### src/rtl/alu_sequencer.sv
// rtl/alu_sequencer.sv - command sequencer driving a 16-bit combinational ALU
// Holds an 8x16 register file and issues narrow (one pass) or wide (two carry-chained passes) operations.
module alu_sequencer (
  input  logic        clk,
  input  logic        rst_n,
  input  logic        ld_valid,
  input  logic [2:0]  ld_addr,
  input  logic [15:0] ld_data,
  input  logic [2:0]  rd_addr,
  output logic [15:0] rd_data,
  input  logic        cmd_valid,
  output logic        cmd_ready,
  input  logic [3:0]  cmd_select,
  input  logic        cmd_mode,
  input  logic        cmd_wide,
  input  logic        cmd_use_carry,
  input  logic [2:0]  cmd_src_a,
  input  logic [2:0]  cmd_src_b,
  input  logic [2:0]  cmd_dst,
  output logic [15:0] alu_a,
  output logic [15:0] alu_b,
  output logic [3:0]  alu_select,
  output logic        alu_mode,
  output logic        alu_carry_in,
  input  logic [15:0] alu_result,
  input  logic        alu_carry_out,
  input  logic        alu_compare,
  output logic        rsp_valid,
  input  logic        rsp_ready,
  output logic        rsp_carry,
  output logic        rsp_compare,
  output logic        busy
);

  typedef enum logic [1:0] {S_IDLE, S_EXEC_LO, S_EXEC_HI, S_RESP} state_t;

  state_t      r_state;
  logic [15:0] r_rf [0:7];
  logic        r_run;
  logic        r_carry_flag;
  logic        r_cmp_acc;
  logic        r_wide;
  logic        r_mode;
  logic [2:0]  r_dst;
  logic [2:0]  r_src_a_hi;
  logic [2:0]  r_src_b_hi;

  logic [2:0]  w_src_a;
  logic [2:0]  w_src_b;
  logic [2:0]  w_dst;
  logic        w_accept;

  // Wide commands operate on even/odd register pairs, so bit 0 is dropped.
  assign w_src_a  = cmd_wide ? {cmd_src_a[2:1], 1'b0} : cmd_src_a;
  assign w_src_b  = cmd_wide ? {cmd_src_b[2:1], 1'b0} : cmd_src_b;
  assign w_dst    = cmd_wide ? {cmd_dst[2:1], 1'b0}   : cmd_dst;

  // r_run keeps cmd_ready low while in reset; loads take priority over commands.
  assign cmd_ready   = r_run && (r_state == S_IDLE) && !ld_valid;
  assign w_accept    = cmd_valid && cmd_ready;
  assign busy        = (r_state != S_IDLE);
  assign rsp_valid   = (r_state == S_RESP);
  assign rsp_carry   = r_carry_flag;
  assign rsp_compare = r_cmp_acc;
  assign rd_data     = r_rf[rd_addr];

  always_ff @(posedge clk or negedge rst_n) begin
    if (!rst_n) begin
      r_state      <= S_IDLE;
      r_run        <= 1'b0;
      for (int i = 0; i < 8; i++) r_rf[i] <= 16'h0000;
      r_carry_flag <= 1'b0;
      r_cmp_acc    <= 1'b0;
      r_wide       <= 1'b0;
      r_mode       <= 1'b0;
      r_dst        <= 3'd0;
      r_src_a_hi   <= 3'd0;
      r_src_b_hi   <= 3'd0;
      alu_a        <= 16'h0000;
      alu_b        <= 16'h0000;
      alu_select   <= 4'd0;
      alu_mode     <= 1'b0;
      alu_carry_in <= 1'b0;
    end else begin
      r_run <= 1'b1;
      case (r_state)
        S_IDLE: begin
          if (ld_valid) begin
            r_rf[ld_addr] <= ld_data;
          end else if (w_accept) begin
            r_wide       <= cmd_wide;
            r_mode       <= cmd_mode;
            r_dst        <= w_dst;
            r_src_a_hi   <= {cmd_src_a[2:1], 1'b1};
            r_src_b_hi   <= {cmd_src_b[2:1], 1'b1};
            alu_a        <= r_rf[w_src_a];
            alu_b        <= r_rf[w_src_b];
            alu_select   <= cmd_select;
            alu_mode     <= cmd_mode;
            alu_carry_in <= cmd_use_carry & r_carry_flag;
            r_state      <= S_EXEC_LO;
          end
        end
        S_EXEC_LO: begin
          r_rf[r_dst] <= alu_result;
          if (!r_mode) r_carry_flag <= alu_carry_out;
          r_cmp_acc <= alu_compare;
          if (r_wide) begin
            // High half reads odd registers; the even write above cannot disturb them.
            alu_a        <= r_rf[r_src_a_hi];
            alu_b        <= r_rf[r_src_b_hi];
            alu_carry_in <= r_mode ? 1'b0 : alu_carry_out;
            r_state      <= S_EXEC_HI;
          end else begin
            r_state <= S_RESP;
          end
        end
        S_EXEC_HI: begin
          r_rf[{r_dst[2:1], 1'b1}] <= alu_result;
          if (!r_mode) r_carry_flag <= alu_carry_out;
          r_cmp_acc <= r_cmp_acc & alu_compare;
          r_state   <= S_RESP;
        end
        S_RESP: begin
          if (rsp_ready) r_state <= S_IDLE;
        end
        default: r_state <= S_IDLE;
      endcase
    end
  end

endmodule

### config.mk
export PLATFORM = sky130hd
export DESIGN_NAME = alu_sequencer
export DESIGN_NICKNAME = d
export VERILOG_FILES = /design/src/rtl/alu_sequencer.sv
export SDC_FILE = /design/constraint.sdc
export NUM_CORES = 1
export LEC_CHECK = 0
export CORE_UTILIZATION = 46
export CTS_BUF_LIST = sky130_fd_sc_hd__clkbuf_4 sky130_fd_sc_hd__clkbuf_8 sky130_fd_sc_hd__clkbuf_16
export DETAILED_ROUTE_END_ITERATION = 16
export HOLD_SLACK_MARGIN = 0.1
export PLACE_DENSITY = 0.66
export SYNTH_ARGS = -nofsm -noshare
export SYNTH_HDL_FRONTEND = slang
export SYNTH_SLANG_ARGS = --single-unit
### constraint.sdc
create_clock -name clk -period 5.68 [get_ports clk]
set_input_delay 1.136 -clock clk [delete_from_list [all_inputs] [get_ports clk]]
set_output_delay 1.136 -clock clk [all_outputs]
set_load 0.05 [all_outputs]
==> metrics <==
H-tree Lvls 4; vias post-DR 10,900; post-synthesis sequential area ratio 35.0%; CP Cell Sequence clkdlybuf4s50_1, buf_4, mux4_2, mux2_2, clkdlybuf4s50_1; CP max FO 32; largest net degree at the start of global routing 101; min cycle time layout 4.73 ns; Hold Slack 0.476 ns; hold_buf cts 0; clock slew at reported path FFs 0.08 ns; Critical path destination rd_data[5]; CTS max path bufs 2; WS Path Type input pin to output pin; Primary FF master, synth dfrtp_1; Post-Syn Area 12,900 µm²; Total Die Area 28,600 µm²; P_leak 5.65 nW; Overflow after GRT 0; Most common cell on crit path clkdlybuf4s50_1; top-area cell type share of the netlist area 35.0%; share of total power in combinational logic 58.0%; RSZ-0062 raised after global routing false; Synth cell types 48; number of clock sinks 180; Worst Hold Class flip-flop to flip-flop; simple-gate share of the synthesized area 8.00%; combinational family with the most area after synthesis multiplexers; Critical Path Source rd_addr[1]; Detailed Route Iter0 Violations 1,303; max_cap viols 0; initial antenna violation count 0; clock root buffer clkbuf_16; Post-CTS Setup Bufs 0; Nets 1,289; VDD IR-drop max 0.367 mV; Final Max Tran Viols 0; Max Clk Rate 211 MHz; worst path required time 4.54 ns; arrival time of the worst setup path 3.60 ns; Mapped Nets 1,278; Synth Area in XOR/XNOR 0%; Critical Path Max Stage Delay 0.71 ns; Synth Area in Compound Gates 20.1%; ANT cells 0; post-DP HPWL 29,700 µm; Switch Pwr 5.33 mW; async set-reset flop share out of synthesis 100%; Post-CTS Resized 0; # IOs 120; setup TNS 0 ns; top post-synthesis cells by area dfrtp_1 (35%), mux4_2 (17%), mux2i_1 (10%); first-pass GRT wire length 64,100 µm; register area 4510 µm²; drt first pass iters 5; Clock power frac 12.0%; pwr dens 703 nW/µm²; final hold vios 0; register bit total from synthesis 180; Vias/cell 6.80; gpl congestion 0.924; post-synthesis adder-cell area fraction 0.487%; reg-to-reg slack, setup 2.37 ns; Routed WL 40,900 µm; Reg2Reg Launch Point r_state[0]; FP Rows 60; commonest non-fill, non-tap cell in the layout dfrtp_1; Flop pwr share 30.0%; Yosys Warn Count 0; Initial Util 47.3%; post-synth top area cell dfrtp_1; CTS tree built; # DRC 0; Core Footprint 27,200 µm²; Area Growth Syn to Fin 13.3%; slew of the pin with the lowest slew margin 1.30 ns; multiplexer share of the synthesized area 29.4%; nature of the critical path endpoint output pin; post-detailed-route wirelength per cell 25.4 µm; Crit-path slowest cell clkdlybuf4s50_1; status complete, no violations; number of I/O port buffers 119; remaining antenna violation count after routing 0; reg2reg path depth 7; Die Wd 169 µm; setup violators final 0; fraction of layout cells with a size suffix above 1 16.6%; vias in the first global route 10,300; EDFF count, synth 0; FILL cells 2,466; Crit Reg-Reg Endpoint alu_b[4]; Setup Skew 0.0136 ns; Num CTS Buffers 17; synthesized netlist cell count 1,212; Final period util 83.3%; sw frac 52.0%; crit start category input pin; synthesized area per cell 10.6 µm²; multi-input logic area 7490 µm²; Int Pwr 4.91 mW; die height 169 µm; All-Layer GR Usage 29.3%; insertion delay to the later sink of the worst-skew pair 0.45 ns; Max transition margin 13.3%; commonest non-fill, non-tap cells in the layout dfrtp_1 (177), mux2i_1 (128), clkdlybuf4s50_1 (117)
[cells in the mapped netlist (2+ instances only)]
cell type / number
mux2i_1: 128
ha_1: 5
and4b_1: 2
a21oi_1: 99
o22ai_1: 65
a31oi_1: 35
and3_1: 4
nand2b_1: 15
mux4_2: 96
buf_4: 14
nand3b_1: 5
nor3_1: 4
o31ai_1: 2
clkbuf_1: 54
dfrtp_1: 180
a211oi_1: 32
and2_1: 4
or2_2: 5
or3b_1: 2
nand2_1: 19
o211ai_2: 4
buf_6: 8
nor4_1: 33
or3_1: 2
a2bb2oi_1: 2
nor2b_1: 22
nor3b_1: 2
a21o_1: 2
nand3_1: 2
inv_1: 38
a221oi_1: 2
mux2_2: 30
buf_2: 57
buf_1: 5
o21ai_1: 6
o21ai_0: 40
clkbuf_2: 10
and3b_1: 4
nor2_1: 72
o2bb2ai_1: 93
[worst max-delay path: cells and delay by family]
| kind | cells | cell delay [ns] |
|---|---|---|
| buffers and inverters | 3 | 1.57 |
| muxes | 2 | 0.87 |
[metrics by stage]
stage	area [µm²]	setup WS [ns]	utilization, %	std cells	power [mW]
after global placement	14000	0.988	51.4	1576	8.72
after floorplan	12900	2.02	-	1212	7.08
after detailed placement	14000	0.948	51.4	1576	8.85
final	14600	0.948	53.6	1608	10.2
after global routing	14600	0.851	53.6	1608	10.8
after CTS	14600	0.947	53.6	1608	10.1
[worst min path at each step]
stage | start | to | slack, ns | cells after the start
2_1_floorplan | r_wide | r_wide | 0.44 | 2
3_3_place_gp | r_wide | r_wide | 0.46 | 2
3_5_place_dp | r_wide | r_wide | 0.46 | 2
4_1_cts | r_wide | r_wide | 0.48 | 2
5_1_grt | r_wide | r_wide | 0.54 | 2
6_report | r_wide | r_wide | 0.48 | 2
[power groups by stage]
stage / Clock (mW) / Combinational [mW] / Sequential (mW)
floorplan: 0 / 4.18 / 2.90
global placement: 0 / 5.77 / 2.95
detailed placement: 0 / 5.86 / 2.99
CTS: 1.23 / 5.88 / 2.98
global route: 1.29 / 6.35 / 3.13
finish: 1.23 / 5.94 / 3.07
[cell families (layout without fill, tap and decap cells)]
group,Yosys count,count (layout)
AO/OA/AOI/OAI,388,388
buffers and inverters,187,211
multiplexers,254,254
AND/OR/NAND/NOR,197,197
flip-flops,180,180
other,1,1
adder cells (fa/ha/maj),5,5
[cell type report]
class                      count  area share [%]
inverter                      39            1.00
clock buffer                  17            2.92
clock inverter                15            1.25
multi-input combinational    845            51.4
timing repair buffer         140            9.32
tap                          372            3.19
sequential                   180            30.9
[routing by layer]
| metal | track usage, % | part of all wire (%) | vias up |
|---|---|---|---|
| met5 | 0 | 0 | - |
| met4 | 6.23 | 1.1 | 0 |
| met3 | 7.44 | 13 | 42 |
| met2 | 41.3 | 42 | 733 |
| met1 | 45.0 | 44 | 5442 |
| li1 | - | - | 4718 |
Power figures use the tool's default switching activity.
